## config.mk

```make
export PLATFORM = sky130hd
export DESIGN_NAME = ts_stream_source_flat
export DESIGN_NICKNAME = d
export VERILOG_FILES = /design/src/rtl/ts_stream_source_pkg.sv /design/src/rtl/ts_stream_source_if.sv /design/src/rtl/ts_stream_source_channel.sv /design/src/rtl/ts_stream_source.sv /design/src/flat_wrapper.sv
export SDC_FILE = /design/constraint.sdc
export NUM_CORES = 1
export LEC_CHECK = 0
export CAP_MARGIN = 30
export CORE_MARGIN = 5
export CORE_UTILIZATION = 49
export DETAILED_ROUTE_END_ITERATION = 6
export GPL_ROUTABILITY_DRIVEN = 0
export GPL_TIMING_DRIVEN = 0
export PLACE_DENSITY = 0.82
export RECOVER_POWER = 25
export SLEW_MARGIN = 5
export SYNTH_ARGS = -nofsm -noshare
export SYNTH_HDL_FRONTEND = slang
export SYNTH_SLANG_ARGS = --single-unit
```

## constraint.sdc

```tcl
create_clock -name core_clk -period 6.5 [get_ports core_clk]
set_clock_uncertainty 0.1 [all_clocks]
set_input_delay 1.625 -clock core_clk [delete_from_list [all_inputs] [get_ports core_clk]]
set_output_delay 1.625 -clock core_clk [all_outputs]
set_load 0.02 [all_outputs]
```

## src/rtl/ts_stream_source_pkg.sv

```systemverilog
// ts_gen_pkg: MPEG-2 TS packet constants and header-byte helper shared by the stream source.
// Pure declarations; no latency or backpressure of its own.
package ts_gen_pkg;

    localparam logic [7:0] TS_SYNC_BYTE   = 8'h47;
    localparam int         TS_PKT_LEN     = 188;
    localparam int         TS_HDR_LEN     = 4;
    localparam logic [7:0] TS_LAST_IDX    = 8'(TS_PKT_LEN - 1);
    localparam logic       TS_PUSI        = 1'b1;
    localparam logic [1:0] TS_AFC_PAYLOAD = 2'b01;

    // Byte 1: TEI=0, PUSI, priority=0, PID[12:8]
    function automatic logic [7:0] ts_hdr_byte1(input logic [12:0] pid);
        return {1'b0, TS_PUSI, 1'b0, pid[12:8]};
    endfunction

endpackage

```

## src/rtl/ts_stream_source_if.sv

```systemverilog
// Bundle of the four lock-stepped TS byte streams plus the enable that paces them.
// Registered outputs, one cycle after an enabled edge; enable low freezes the streams.
interface ts_stream_source_if #(
    parameter int DATA_WIDTH = 8
);
    logic                  enable;
    logic                  byte_valid;
    logic                  byte_sop;
    logic [DATA_WIDTH-1:0] byte_data1;
    logic [DATA_WIDTH-1:0] byte_data2;
    logic [DATA_WIDTH-1:0] byte_data3;
    logic [DATA_WIDTH-1:0] byte_data4;

    modport master (
        input  enable,
        output byte_valid, byte_sop, byte_data1, byte_data2, byte_data3, byte_data4
    );

    modport slave (
        output enable,
        input  byte_valid, byte_sop, byte_data1, byte_data2, byte_data3, byte_data4
    );
endinterface

```

## src/rtl/ts_stream_source_channel.sv

```systemverilog
// ts_channel_gen: one TS channel; owns its continuity counter and output byte register.
// One-cycle registered byte; holds byte and cc while enable is low.
module ts_channel_gen
    import ts_gen_pkg::*;
#(
    parameter int          DATA_WIDTH = 8,
    parameter logic [12:0] PID        = 13'h100
) (
    input  logic                  core_clk,
    input  logic                  reset,
    input  logic                  enable,
    input  logic [7:0]            idx,
    input  logic [7:0]            pkt,
    input  logic                  pkt_end,
    input  logic                  skip,
    output logic [DATA_WIDTH-1:0] byte_data
);

    logic [3:0] cc;
    logic [3:0] cc_step;
    logic [7:0] byte_nxt;

    always_comb begin
        // Payload is a ramp offset by the packet counter, wrapping mod 256
        byte_nxt = idx + pkt;
        case (idx)
            8'd0:    byte_nxt = TS_SYNC_BYTE;
            8'd1:    byte_nxt = ts_hdr_byte1(PID);
            8'd2:    byte_nxt = PID[7:0];
            8'd3:    byte_nxt = {2'b00, TS_AFC_PAYLOAD, cc};
            default: ;
        endcase
    end

    assign cc_step = skip ? 4'd2 : 4'd1;

    always_ff @(posedge core_clk) begin
        if (reset) begin
            cc        <= 4'd0;
            byte_data <= '0;
        end else if (enable) begin
            byte_data <= byte_nxt;
            if (pkt_end) begin
                cc <= cc + cc_step;
            end
        end
    end

endmodule

```

## src/rtl/ts_stream_source.sv

```systemverilog
// Four-channel 188-byte TS source; byte registered one cycle after each enabled edge, enable low freezes.
// Optional per-channel CC skipping (one lost packet per channel per LOSS_PERIOD) under TS_LOSS_INJECT_EN.
module ts_stream_source
    import ts_gen_pkg::*;
#(
    parameter int          DATA_WIDTH  = 8,
    parameter logic [12:0] PID_BASE    = 13'h100,
    parameter int          LOSS_PERIOD = 16
) (
    input  logic                core_clk,
    input  logic                reset,
    ts_stream_source_if.master  bus
);

    logic [7:0]            idx;
    logic [7:0]            pkt;
    logic                  pkt_end;
    logic [3:0]            skip;
    logic [DATA_WIDTH-1:0] ch_data [4];

    assign pkt_end = bus.enable && (idx == TS_LAST_IDX);

    always_ff @(posedge core_clk) begin
        if (reset) begin
            idx            <= 8'd0;
            pkt            <= 8'd0;
            bus.byte_valid <= 1'b0;
            bus.byte_sop   <= 1'b0;
        end else begin
            bus.byte_valid <= bus.enable;
            bus.byte_sop   <= bus.enable && (idx == 8'd0);
            if (bus.enable) begin
                if (idx == TS_LAST_IDX) begin
                    idx <= 8'd0;
                    pkt <= pkt + 8'd1;
                end else begin
                    idx <= idx + 8'd1;
                end
            end
        end
    end

`ifdef TS_LOSS_INJECT_EN
    localparam logic [7:0] LP_LAST = 8'(LOSS_PERIOD - 1);
    logic [7:0] lp;

    always_ff @(posedge core_clk) begin
        if (reset) begin
            lp <= 8'd0;
        end else if (pkt_end) begin
            lp <= (lp == LP_LAST) ? 8'd0 : lp + 8'd1;
        end
    end
`endif

    for (genvar k = 0; k < 4; k++) begin : g_ch
`ifdef TS_LOSS_INJECT_EN
        // Channel k drops a CC value after the packet where lp == k, staggering losses
        assign skip[k] = (lp == 8'(k));
`else
        assign skip[k] = 1'b0;
`endif
        ts_channel_gen #(
            .DATA_WIDTH (DATA_WIDTH),
            .PID        (PID_BASE + 13'(k))
        ) u_ch (
            .core_clk  (core_clk),
            .reset     (reset),
            .enable    (bus.enable),
            .idx       (idx),
            .pkt       (pkt),
            .pkt_end   (pkt_end),
            .skip      (skip[k]),
            .byte_data (ch_data[k])
        );
    end

    assign bus.byte_data1 = ch_data[0];
    assign bus.byte_data2 = ch_data[1];
    assign bus.byte_data3 = ch_data[2];
    assign bus.byte_data4 = ch_data[3];

endmodule

```

## src/flat_wrapper.sv

```systemverilog
// flat-port wrapper written by rule: the top's interface ports become plain ports
module ts_stream_source_flat import ts_gen_pkg::*;
#(
    parameter int          DATA_WIDTH  = 8,
    parameter logic [12:0] PID_BASE    = 13'h100,
    parameter int          LOSS_PERIOD = 16
)
  (core_clk, reset, bus_enable, bus_byte_valid, bus_byte_sop, bus_byte_data1, bus_byte_data2, bus_byte_data3, bus_byte_data4);
  ts_stream_source_if #(.DATA_WIDTH(DATA_WIDTH)) bus_i ();
  input  logic core_clk;
  input  logic reset;
  input wire logic [$bits(bus_i.enable)-1:0] bus_enable;
  output wire logic [$bits(bus_i.byte_valid)-1:0] bus_byte_valid;
  output wire logic [$bits(bus_i.byte_sop)-1:0] bus_byte_sop;
  output wire logic [$bits(bus_i.byte_data1)-1:0] bus_byte_data1;
  output wire logic [$bits(bus_i.byte_data2)-1:0] bus_byte_data2;
  output wire logic [$bits(bus_i.byte_data3)-1:0] bus_byte_data3;
  output wire logic [$bits(bus_i.byte_data4)-1:0] bus_byte_data4;
  assign bus_i.enable = bus_enable;
  assign bus_byte_valid = bus_i.byte_valid;
  assign bus_byte_sop = bus_i.byte_sop;
  assign bus_byte_data1 = bus_i.byte_data1;
  assign bus_byte_data2 = bus_i.byte_data2;
  assign bus_byte_data3 = bus_i.byte_data3;
  assign bus_byte_data4 = bus_i.byte_data4;
  ts_stream_source #(.DATA_WIDTH(DATA_WIDTH), .PID_BASE(PID_BASE), .LOSS_PERIOD(LOSS_PERIOD)) u_core (.core_clk(core_clk), .reset(reset), .bus(bus_i));
endmodule
```

==> metrics <==
slowest CP cell=dlygate4sd3_1; GRT Total Usage=18.58%; Nets=379; first-pass iteration count of the detailed router=4; vias in the first global route=2,319; setup_tns=0 ns; FF+latch count, synth=54; minimum clock period=3.562 ns; Pwr Density=204.8 mW/mm^2; TritonCTS clock tree=built; Worst Hold Class=reg -> reg; CP Launch Type=input pin; CP required=6.58 ns; final worst-path cycle share=54.80%; Post-Syn Nets=337; placed insts=424; ordered cell list for the critical path=dlygate4sd3_1 > and3_1 > clkbuf_1 > nand3_4 > buf_6 > buf_2 > o21ai_0 > a21oi_1; Crit. End Element=flop; post-DP HPWL=5.055 mm; Critical Path Max Stage Delay=0.62 ns; initial antenna violation count=0; Sw Ratio=25.56%; Die Wd=85.63 um; PostCTS Resize Cnt=0; first-pass GRT wire length=11.16 mm; async set-reset flop share out of synthesis=0%; Mapped Avg Cell Area=8.841 um^2; number of flops mapped to enable cells by yosys=0; unrepaired setup endpoints after global routing=false; slew margin rel.=64.17%; worst-skew pair later-pin latency=0.31 ns; Clk pwr share=35.0%; FF-to-FF path depth=8; Seq/Total Area, Yosys=38.57%; die footprint=0.007333 mm^2; hold_buf cts=0; Final Hold Fails=0; clk slew on worst S/H paths=0.10 ns; initial core utilization=50.59%; Fmax=280.7 MHz; largest net degree at the start of global routing=18; # rows=27; design area=0.003357 mm^2; detailed-route wire length=6.551 mm; Post-synth top flop=dfxtp_1; routed vias/inst=5.616; DRC viols=0; Max IR drop VDD=0.0001065 V; grt ovf=0; Lkg Pwr=1.384 nW; total of max-cap violations=0; layout cells sized above 1=10.00%; Worst-Margin Slew=0.5375 ns; post-synthesis instance total=317; Area Overhead vs Synth=19.78%; Root Driver=clkbuf_8; Max clock buf depth=2; cell internal pwr=0.5118 mW; number of buffers added on ports=35; via count=2,426; hold path depth=2; H-tree Lvls=2; Final Power=0.6875 mW; P_sw=0.1757 mW; fin. max-slew vios=0; CP Data Arrival Time=3.64 ns; iteration-0 DRC count of the detailed router=166; Flop pwr share=51.1%; Layout Cells excl Fill=432; Distinct cells, synth=42; Core Region=0.005540 mm^2; num ports=37; CP Max Fanout=10; Logic pwr share=13.9%; chip height=85.63 um; # setup viols final=0; Post-Syn Area=0.002803 mm^2; Sink Count=54; WL/cell=15.16 um; Antenna Nets Post-Route=0; CTS buffer count=5; Antenna Cells=0; dpl cell area=0.003243 mm^2; status=completed; postcts setup bufs=0; CP Class=in -> reg; Synth Warn #=0
==> Yosys cell counts, types with 3 or more instances <==
master | n | area, um^2
ha_1 | 16 | 200.2
a21oi_1 | 17 | 85.08
buf_4 | 15 | 112.6
a211o_1 | 5 | 43.79
a311oi_1 | 7 | 61.31
or4_1 | 3 | 22.52
and3_1 | 8 | 50.05
nand3_1 | 7 | 35.03
nor3_1 | 8 | 40.04
xnor2_1 | 9 | 78.83
buf_6 | 4 | 45.04
nor2_1 | 33 | 123.9
a221oi_1 | 3 | 26.28
o21ai_0 | 8 | 40.04
o211ai_1 | 3 | 22.52
nand4_1 | 9 | 56.30
a211oi_1 | 13 | 97.59
or2_2 | 4 | 25.02
a21o_1 | 5 | 37.54
nand2_1 | 36 | 135.1
o31ai_1 | 4 | 30.03
dfxtp_1 | 54 | 1081
xor2_1 | 10 | 87.58
clkbuf_1 | 8 | 30.03
or3_1 | 6 | 37.54
inv_1 | 5 | 18.77
==> critical path, delay by kind of cell <==
family                 cells  cell delay (ns)
AO/OA/AOI/OAI              2             0.28
buffers and inverters      4             1.37
AND/OR/NAND/NOR            2             0.36
==> logic make-up (layout without fill, tap and decap cells) <==
logic type | count (synthesis) | count (layout) | synth area share, %
AND/OR/NAND/NOR | 120 | 120 | 21.38
AO/OA/AOI/OAI | 71 | 71 | 18.04
XOR/XNOR | 19 | 19 | 5.938
buffers and inverters | 35 | 78 | 7.857
flip-flops | 54 | 54 | 38.57
multiplexers | 1 | 1 | 0.3572
adder cells (fa/ha/maj) | 17 | 17 | 7.857
==> registers in the layout (all words and copies together), names as in the netlist <==
name,flops
u_core.g_ch.u_ch.byte_data,20
u_core.g_ch.u_ch.cc,16
u_core.idx,8
u_core.pkt,8
u_core.bus.byte_sop,1
u_core.bus.byte_valid,1
==> layout make-up <==
| cell class | instances | area (um^2) |
|---|---|---|
| inverters | 5 | 18.77 |
| flip-flops and latches | 54 | 1081 |
| well taps | 72 | 90.09 |
| clock buffers | 6 | 82.58 |
| plain buffers | 30 | 193.9 |
| multi-input cells | 228 | 1501 |
| repair buffers | 35 | 350.3 |
| fillers | 481 | 2183 |
| clock inverters | 2 | 38.79 |
==> routing by layer <==
metal	routed length, um	global-route usage (%)	vias to the layer above
met1	2966	25.15	1119
li1	-	-	1214
met4	51	6.331	0
met3	378	2.017	6
met2	3154	30.79	87
met5	0	0	-
==> final timing paths <==
kind / slack (ns) / startpoint / to
setup reg to reg: 4.10 / u_core.idx[1] / u_core.g_ch[2].u_ch.cc[3]
hold reg to reg: 0.39 / u_core.g_ch[3].u_ch.byte_data[3] / u_core.g_ch[3].u_ch.byte_data[3]
hold / removal: 0.39 / u_core.g_ch[3].u_ch.byte_data[3] / u_core.g_ch[3].u_ch.byte_data[3]
setup / recovery: 2.94 / bus_enable / u_core.g_ch[2].u_ch.cc[3]
==> layout by cell type (no fill, tap or decap), types with 2 or more instances in the layout <==
| cell | n |
|---|---|
| o31ai_1 | 4 |
| o21ai_0 | 8 |
| a21o_1 | 5 |
| clkbuf_8 | 6 |
| clkbuf_1 | 11 |
| or4_1 | 3 |
| or2_2 | 4 |
| a211o_1 | 5 |
| nor2_1 | 33 |
| a21oi_1 | 17 |
| buf_2 | 2 |
| and3_1 | 8 |
| inv_1 | 5 |
| o211ai_1 | 3 |
| a221oi_1 | 3 |
| nand4_1 | 9 |
| xor2_1 | 10 |
| nand3_1 | 7 |
| dlygate4sd3_1 | 7 |
| dfxtp_1 | 54 |
| a211oi_1 | 13 |
| a311oi_1 | 7 |
| ha_1 | 16 |
| nand2_1 | 36 |
| buf_4 | 13 |
| clkdlybuf4s50_1 | 28 |
| xnor2_1 | 9 |
| buf_6 | 4 |
| or3_1 | 6 |
| nor3_1 | 8 |
==> power groups by stage <==
stage               sequential, mW  clock (mW)  combinational (mW)
finish                       0.351       0.241              0.0954
global route                 0.353       0.257               0.103
CTS                          0.352       0.244              0.0968
detailed placement           0.359           0              0.0964
global placement             0.359           0              0.0947
floorplan                    0.370           0              0.0455
==> through the flow <==
stage	utilization (%)	hold WS [ns]	setup WS, ns
after floorplan	-	0.3584	3.721
after global placement	58.54	0.3729	2.856
after detailed placement	58.54	0.3803	2.853
after CTS	60.73	0.3941	3.186
after global routing	60.59	0.4121	2.810
final	60.59	0.3924	2.938
Note: power is estimated with default switching activity, not from simulation.
